===== src/rtl/dmem_pkg.sv =====
// Shared types and helpers for the wait-stated data-memory responder.
// State enum, wait-counter width and index-width helper.
package dmem_pkg;

  typedef enum logic {
    IDLE,
    WAIT
  } state_t;

  localparam int CNT_W = 4;

  function automatic int clog2(input int n);
    int r;
    r = 0;
    for (int i = 0; i < 31; i++) begin
      if ((1 << i) < n) r = i + 1;
    end
    return r;
  endfunction

endpackage


===== src/rtl/dmem_responder_if.sv =====
// M-stage data-memory bus between the datapath (master)
// and the wait-stated responder (slave).
interface dmem_responder_if;
  logic        ReqValid;
  logic        ReqWrite;
  logic [31:0] Addr;
  logic [31:0] WData;
  logic [31:0] RData;
  logic        RDataValid;
  logic        MemStall;
  logic        MisalignErr;
  logic [15:0] test_value;

  modport master (
    output ReqValid, ReqWrite, Addr, WData,
    input  RData, RDataValid, MemStall,
    input  MisalignErr, test_value
  );

  modport slave (
    input  ReqValid, ReqWrite, Addr, WData,
    output RData, RDataValid, MemStall,
    output MisalignErr, test_value
  );
endinterface


===== src/rtl/dmem_responder_array.sv =====
// Word storage: async-reset, combinational read port,
// synchronous write port and a fixed debug tap.
module dmem_array #(
  parameter int DEPTH     = 64,
  parameter int IDX_W     = 6,
  parameter int TEST_ADDR = 0
) (
  input  logic             clk,
  input  logic             rst,
  input  logic             we,
  input  logic [IDX_W-1:0] widx,
  input  logic [31:0]      wdata,
  input  logic [IDX_W-1:0] ridx,
  output logic [31:0]      rdata,
  output logic [15:0]      test_value
);

  localparam logic [IDX_W-1:0] TIDX = IDX_W'(TEST_ADDR);

  logic [31:0] mem [DEPTH];

  always_ff @(posedge clk or posedge rst) begin
    if (rst) begin
      for (int i = 0; i < DEPTH; i++) begin
        mem[i] <= '0;
      end
    end else if (we) begin
      mem[widx] <= wdata;
    end
  end

  assign rdata      = mem[ridx];
  assign test_value = mem[TIDX][15:0];

endmodule


===== src/rtl/dmem_responder.sv =====
// Wait-stated data-memory responder: stalls the pipeline for
// WAIT_CYCLES per access, then completes the load or store.
module dmem_responder
  import dmem_pkg::*;
#(
  parameter int DEPTH_WORDS = 64,
  parameter int WAIT_CYCLES = 2,
  parameter int TEST_ADDR   = 0
) (
  input  logic             CLK,
  input  logic             RST,
  dmem_responder_if.slave  bus
);

  localparam int IDX_W = clog2(DEPTH_WORDS);
  localparam logic [CNT_W-1:0] CNT_INIT =
    (WAIT_CYCLES == 0) ? '0 : CNT_W'(WAIT_CYCLES - 1);

  state_t             state, state_n;
  logic [CNT_W-1:0]   cnt, cnt_n;
  logic               lat_write;
  logic [IDX_W-1:0]   lat_idx;
  logic [31:0]        lat_wdata;
  logic [IDX_W-1:0]   req_idx;
  logic               op_write;
  logic [IDX_W-1:0]   op_idx;
  logic [31:0]        op_wdata;
  logic               accept;
  logic               done;
  logic               stall;
  logic               wr_en;
  logic               load_done;
  logic [31:0]        arr_rdata;
  logic [31:0]        rdata_q;
  logic               err_q;
  logic               unused_addr;

  assign req_idx     = bus.Addr[IDX_W+1:2];
  assign unused_addr = ^bus.Addr[31:IDX_W+2];
  assign accept      = (state == IDLE) && bus.ReqValid;

  always_comb begin
    state_n  = state;
    cnt_n    = cnt;
    stall    = 1'b0;
    done     = 1'b0;
    op_write = lat_write;
    op_idx   = lat_idx;
    op_wdata = lat_wdata;
    unique case (state)
      IDLE: begin
        if (bus.ReqValid) begin
          if (WAIT_CYCLES == 0) begin
            done     = 1'b1;
            op_write = bus.ReqWrite;
            op_idx   = req_idx;
            op_wdata = bus.WData;
          end else begin
            stall   = 1'b1;
            state_n = WAIT;
            cnt_n   = CNT_INIT;
          end
        end
      end
      WAIT: begin
        if (cnt != '0) begin
          stall = 1'b1;
          cnt_n = cnt - CNT_W'(1);
        end else begin
          done    = 1'b1;
          state_n = IDLE;
        end
      end
    endcase
  end

  // Completion is suppressed while RST is held so nothing leaks out.
  assign wr_en     = done & op_write & ~RST;
  assign load_done = done & ~op_write & ~RST;

  always_ff @(posedge CLK or posedge RST) begin
    if (RST) begin
      state     <= IDLE;
      cnt       <= '0;
      lat_write <= 1'b0;
      lat_idx   <= '0;
      lat_wdata <= '0;
      rdata_q   <= '0;
      err_q     <= 1'b0;
    end else begin
      state <= state_n;
      cnt   <= cnt_n;
      if (accept) begin
        lat_write <= bus.ReqWrite;
        lat_idx   <= req_idx;
        lat_wdata <= bus.WData;
        if (bus.Addr[1:0] != 2'b00) err_q <= 1'b1;
      end
      if (load_done) rdata_q <= arr_rdata;
    end
  end

  dmem_array #(
    .DEPTH     (DEPTH_WORDS),
    .IDX_W     (IDX_W),
    .TEST_ADDR (TEST_ADDR)
  ) u_array (
    .clk        (CLK),
    .rst        (RST),
    .we         (wr_en),
    .widx       (op_idx),
    .wdata      (op_wdata),
    .ridx       (op_idx),
    .rdata      (arr_rdata),
    .test_value (bus.test_value)
  );

  assign bus.RData       = load_done ? arr_rdata : rdata_q;
  assign bus.RDataValid  = load_done;
  assign bus.MemStall    = stall & ~RST;
  assign bus.MisalignErr = err_q;

endmodule


===== src/flat_wrapper.sv =====
// flat-port wrapper written by rule: the top's interface ports become plain ports
module dmem_responder_flat import dmem_pkg::*;
#(
  parameter int DEPTH_WORDS = 64,
  parameter int WAIT_CYCLES = 2,
  parameter int TEST_ADDR   = 0
)
  (CLK, RST, bus_ReqValid, bus_ReqWrite, bus_Addr, bus_WData, bus_RData, bus_RDataValid, bus_MemStall, bus_MisalignErr, bus_test_value);
  dmem_responder_if bus_i ();
  input  logic CLK;
  input  logic RST;
  input wire logic [$bits(bus_i.ReqValid)-1:0] bus_ReqValid;
  input wire logic [$bits(bus_i.ReqWrite)-1:0] bus_ReqWrite;
  input wire logic [$bits(bus_i.Addr)-1:0] bus_Addr;
  input wire logic [$bits(bus_i.WData)-1:0] bus_WData;
  output wire logic [$bits(bus_i.RData)-1:0] bus_RData;
  output wire logic [$bits(bus_i.RDataValid)-1:0] bus_RDataValid;
  output wire logic [$bits(bus_i.MemStall)-1:0] bus_MemStall;
  output wire logic [$bits(bus_i.MisalignErr)-1:0] bus_MisalignErr;
  output wire logic [$bits(bus_i.test_value)-1:0] bus_test_value;
  assign bus_i.ReqValid = bus_ReqValid;
  assign bus_i.ReqWrite = bus_ReqWrite;
  assign bus_i.Addr = bus_Addr;
  assign bus_i.WData = bus_WData;
  assign bus_RData = bus_i.RData;
  assign bus_RDataValid = bus_i.RDataValid;
  assign bus_MemStall = bus_i.MemStall;
  assign bus_MisalignErr = bus_i.MisalignErr;
  assign bus_test_value = bus_i.test_value;
  dmem_responder #(.DEPTH_WORDS(DEPTH_WORDS), .WAIT_CYCLES(WAIT_CYCLES), .TEST_ADDR(TEST_ADDR)) u_core (.CLK(CLK), .RST(RST), .bus(bus_i));
endmodule

===== config.mk =====
export PLATFORM = sky130hd
export DESIGN_NAME = dmem_responder_flat
export DESIGN_NICKNAME = d
export VERILOG_FILES = /design/src/rtl/dmem_pkg.sv /design/src/rtl/dmem_responder_if.sv /design/src/rtl/dmem_responder_array.sv /design/src/rtl/dmem_responder.sv /design/src/flat_wrapper.sv
export SDC_FILE = /design/constraint.sdc
export NUM_CORES = 2
export LEC_CHECK = 0
export BUFFER_PORTS_ARGS = -buffer_cell sky130_fd_sc_hd__buf_2
export CORE_MARGIN = 10
export CORE_UTILIZATION = 23
export CTS_CLUSTER_DIAMETER = 80
export DETAILED_ROUTE_END_ITERATION = 10
export PLACE_DENSITY_LB_ADDON = 0.1
export SLEW_MARGIN = 20
export SYNTH_ARGS = -nofsm -noshare
export SYNTH_HDL_FRONTEND = slang
export SYNTH_SLANG_ARGS = --single-unit

===== constraint.sdc =====
create_clock -name CLK -period 58.8 [get_ports CLK]
set_input_delay 2.94 -clock CLK [delete_from_list [all_inputs] [get_ports CLK]]
set_output_delay 2.94 -clock CLK [all_outputs]
set_load 0.02 [all_outputs]

==> flow_metrics.py <==
metrics = {
    "global_routing": {
        "grt_max_degree": 152,
        "grt_pass1_vias": 64508,
        "overflow": 0,
        "met3_usage": 0.0239,
        "top_usage_layer": "met2",
        "gr-usage-all-layers": 0.188,
        "gr-usage-met2": 0.310,
        "grt_pass1_wl_mm": 587,
        "antenna_found_initial": 44,
        "grt_util_met1": 0.258,
    },
    "die": {
        "die_x_um": 668,
        "start_util": 0.231,
        "coreArea_um2": 417000,
        "core.rowCount": 237,
        "io_pins": 119,
        "dieArea_um2": 446000,
        "die_height_um": 668,
    },
    "synthesis": {
        "syn_inst": 6789,
        "yosys.cell_count.top_type": "dfrtp_1",
        "synth_compound_area_frac": 0.0635,
        "ys_ff_latch": 2125,
        "synth-edff-count": 0,
        "ys_types": 77,
        "synth_top_family_by_area": "multiplexers",
        "ys_async_sr_fraction": 1.00,
        "yosysTopAreaCell": "dfrtp_1",
        "synthTopCellsByArea": "dfrtp_1 55%, mux2_2 25%, mux4_2 4.6%, mux2i_1 2.4%, a221oi_1 1.6%",
        "synth_common_cells": "2,125 x dfrtp_1, 2,100 x mux2_2, 315 x clkbuf_1, 274 x buf_2, 232 x mux2i_1",
        "synthAdderAreaFrac": 0.000130,
        "synth_ff_type": "dfrtp_1",
        "avgSynthCellArea_um2": 14.2,
        "netlist_area_um2": 96500,
        "synthMuxAreaShare": 0.326,
        "synth_top_area_share": 0.551,
        "synth_nets": 6858,
        "ys_seq_area_frac": 0.551,
        "yosys.area_share.simple": 0.0217,
        "yosysWarnings": 0,
        "synth_xor_area_frac": 0,
    },
    "power_and_ir_drop": {
        "pwr-share-comb": 0.309,
        "vdd_drop_max_mv": 0.0288,
        "pwr-share-clk": 0.354,
        "p_seq_frac": 0.337,
        "p_per_area_nw_per_um2": 42.7,
        "p_sw_w": 0.00189,
        "p_leak_nw": 51.9,
        "swShare": 0.395,
        "intPower_w": 0.00289,
    },
    "cts": {
        "cts_hold_buf": 0,
        "clockRootBuffer": "clkbuf_16",
        "clkSinkCount": 2125,
        "cts_tree": "done",
        "cts_buffers": 277,
        "cts_setup_buffers": 0,
        "h-tree-depth": 5,
        "insertion_delay_ns": 0.91,
        "clk_pin_slew_ns": 0.05,
        "cts_resized": 0,
        "ctsLongestPathBuffers": 4,
    },
    "final_layout": {
        "nets": 6776,
        "n_fill_cell": 42260,
        "multi_input_area_um2": 40300,
        "syn_to_final_growth_pct": 16.2,
        "ff_latch_area_um2": 53200,
        "drive_above_1_share": 0.465,
    },
    "placement": {
        "hpwl_mm": 251,
        "dp_slack_ns": 48.66,
        "port_buffers": 94,
        "globalplace.congestion": 0.740,
    },
    "min_path": {
        "hold_path_end": "u_core.bus.MisalignErr$_DFFE_PP0P_",
        "min_from": "u_core.bus.MisalignErr$_DFFE_PP0P_",
        "min_path_cells": 1,
        "hold_path.class": "reg2reg",
    },
    "setup_path": {
        "reg2reg_depth": 11,
        "required_ns": 55.86,
        "cp-start-kind": "flop",
        "r2r_setup_slack_ns": 52.69,
        "path_max_fanout": 39,
        "crit_type": "reg2out",
        "endpoint_kind": "output port",
        "arrival_ns": 7.09,
        "timing.rr.start": "u_core.lat_idx[0]$_DFFE_PP0P_",
        "reg2reg_to": "u_core.rdata_q[19]$_DFF_PP0_",
    },
    "timing": {
        "timing.final.hold_violations": 0,
        "maxSlewViolCount": 0,
        "worst_slew_pin_slew_ns": 1.20,
        "fin_ws_ns": 48.77,
        "rsz0062_at_grt": "no",
        "fin_crit_sh": 0.171,
        "max_freq_mhz": 99.7,
        "timing.final.crit_period_ns": 10.03,
        "slew_headroom": 0.199,
        "tns_ns": 0,
        "setup_viol": 0,
        "finalClockSkew_ns": 0.0443,
    },
    "routing": {
        "viasPerCell": 4.93,
        "route.detailed.wl_per_inst_um": 34.7,
        "wirelength_mm": 430,
        "via_count": 61166,
        "drtPass1Iterations": 6,
        "first_iter_violations": 4277,
        "ant_nets": 0,
        "drc": 0,
    },
    "flow_run": {
        "cap_violations": 0,
    },
    "outcome": {
        "outcome": "complete, no violations",
    },
}
==> stage by stage <==
stage | cell area (um^2) | power, W | hold slack [ns] | cells | utilization
3_3_place_gp | 103000 | 0.00314 | 0.462 | 11916 | 0.247
5_1_grt | 112000 | 0.00498 | 0.492 | 12401 | 0.269
4_1_cts | 112000 | 0.00488 | 0.482 | 12400 | 0.269
3_5_place_dp | 103000 | 0.00315 | 0.470 | 11925 | 0.247
2_1_floorplan | 96500 | 0.00240 | 0.451 | 6789 | -
6_report | 112000 | 0.00479 | 0.477 | 12413 | 0.269
==> cell type report <==
class,count,area share
clock inverters,46,0.00521
repair buffers,362,0.0248
multi-input cells,3934,0.359
clock buffers,429,0.0742
well taps,5497,0.0613
flip-flops and latches,2125,0.475
inverters,7,0.000446
diodes,13,0.000290
==> cells by family after synthesis <==
kind of cell             count (synthesis)
multiplexers                          2624
flip-flops                            2125
AO/OA/AOI/OAI                          829
adder cells (fa/ha/maj)                  1
buffers and inverters                  730
AND/OR/NAND/NOR                        480
==> cell usage in the layout, fill, tap and decap left out, types with 13 or more instances in the layout <==
cell	count
clkbuf_1	77
a211oi_1	14
o22ai_1	85
o21ai_0	102
mux2i_1	232
o2bb2ai_1	15
a221o_1	34
buf_2	94
nor2_1	106
a21oi_1	111
a222oi_1	15
diode_2	13
a221oi_1	177
nand2_1	224
nand3_1	13
clkbuf_16	283
clkbuf_8	69
a22oi_1	114
a22o_1	27
o221ai_1	18
buf_4	248
mux4_2	197
o32a_1	15
inv_6	14
mux2_1	94
nor2_4	68
mux2_2	2100
dfrtp_2	31
dfrtp_1	2090
a31oi_1	23
clkinv_2	16
==> worst max path at each step <==
stage	start	to	depth (start not counted)	slack [ns]
after floorplan	RST	bus_RData[21]	6	15.60
after global placement	RST	bus_RData[26]	10	48.65
after detailed placement	RST	bus_RData[24]	10	48.66
after CTS	u_core.lat_idx[0]$_DFFE_PP0P_	bus_RData[11]	11	48.62
after global routing	u_core.lat_idx[0]$_DFFE_PP0P_	bus_RData[28]	11	48.48
final	u_core.lat_idx[0]$_DFFE_PP0P_	bus_RData[19]	12	48.77
==> critical path, stage by stage, from the launching register on <==
cell and delay [ns]:
dfrtp_4 0.80, buf_4 0.50, buf_4 0.61, buf_4 0.73, buf_4 0.68, nand2b_1 0.18
buf_4 0.36, o22ai_1 0.16, a211oi_1 0.22, o22ai_1 0.18, a2111oi_2 0.81, a41oi_1 0.37
buf_2 0.29
==> per-layer routing <==
metal	vias up	share of wire
met2	1481	0.47
met1	34209	0.46
met4	4	0.031
met3	522	0.041
li1	24950	-
met5	-	0.000065
==> flip-flops by register name (all words and copies together) (netlist names) <==
name	cells
u_core.u_array.test_value	16
u_core.lat_write	1
u_core.lat_idx	6
u_core.u_array.mem	2032
u_core.state	1
u_core.rdata_q	32
u_core.bus.MisalignErr	1
u_core.lat_wdata	32
u_core.cnt	4
==> power by group through the flow <==
stage	sequential (W)	combinational [W]	clock, W
finish	0.00161	0.00148	0.00169
global route	0.00162	0.00155	0.00180
CTS	0.00161	0.00151	0.00175
detailed placement	0.00164	0.00151	0
global placement	0.00164	0.00151	0
floorplan	0.00162	0.000779	0
Note: power is estimated with default switching activity, not from simulation.
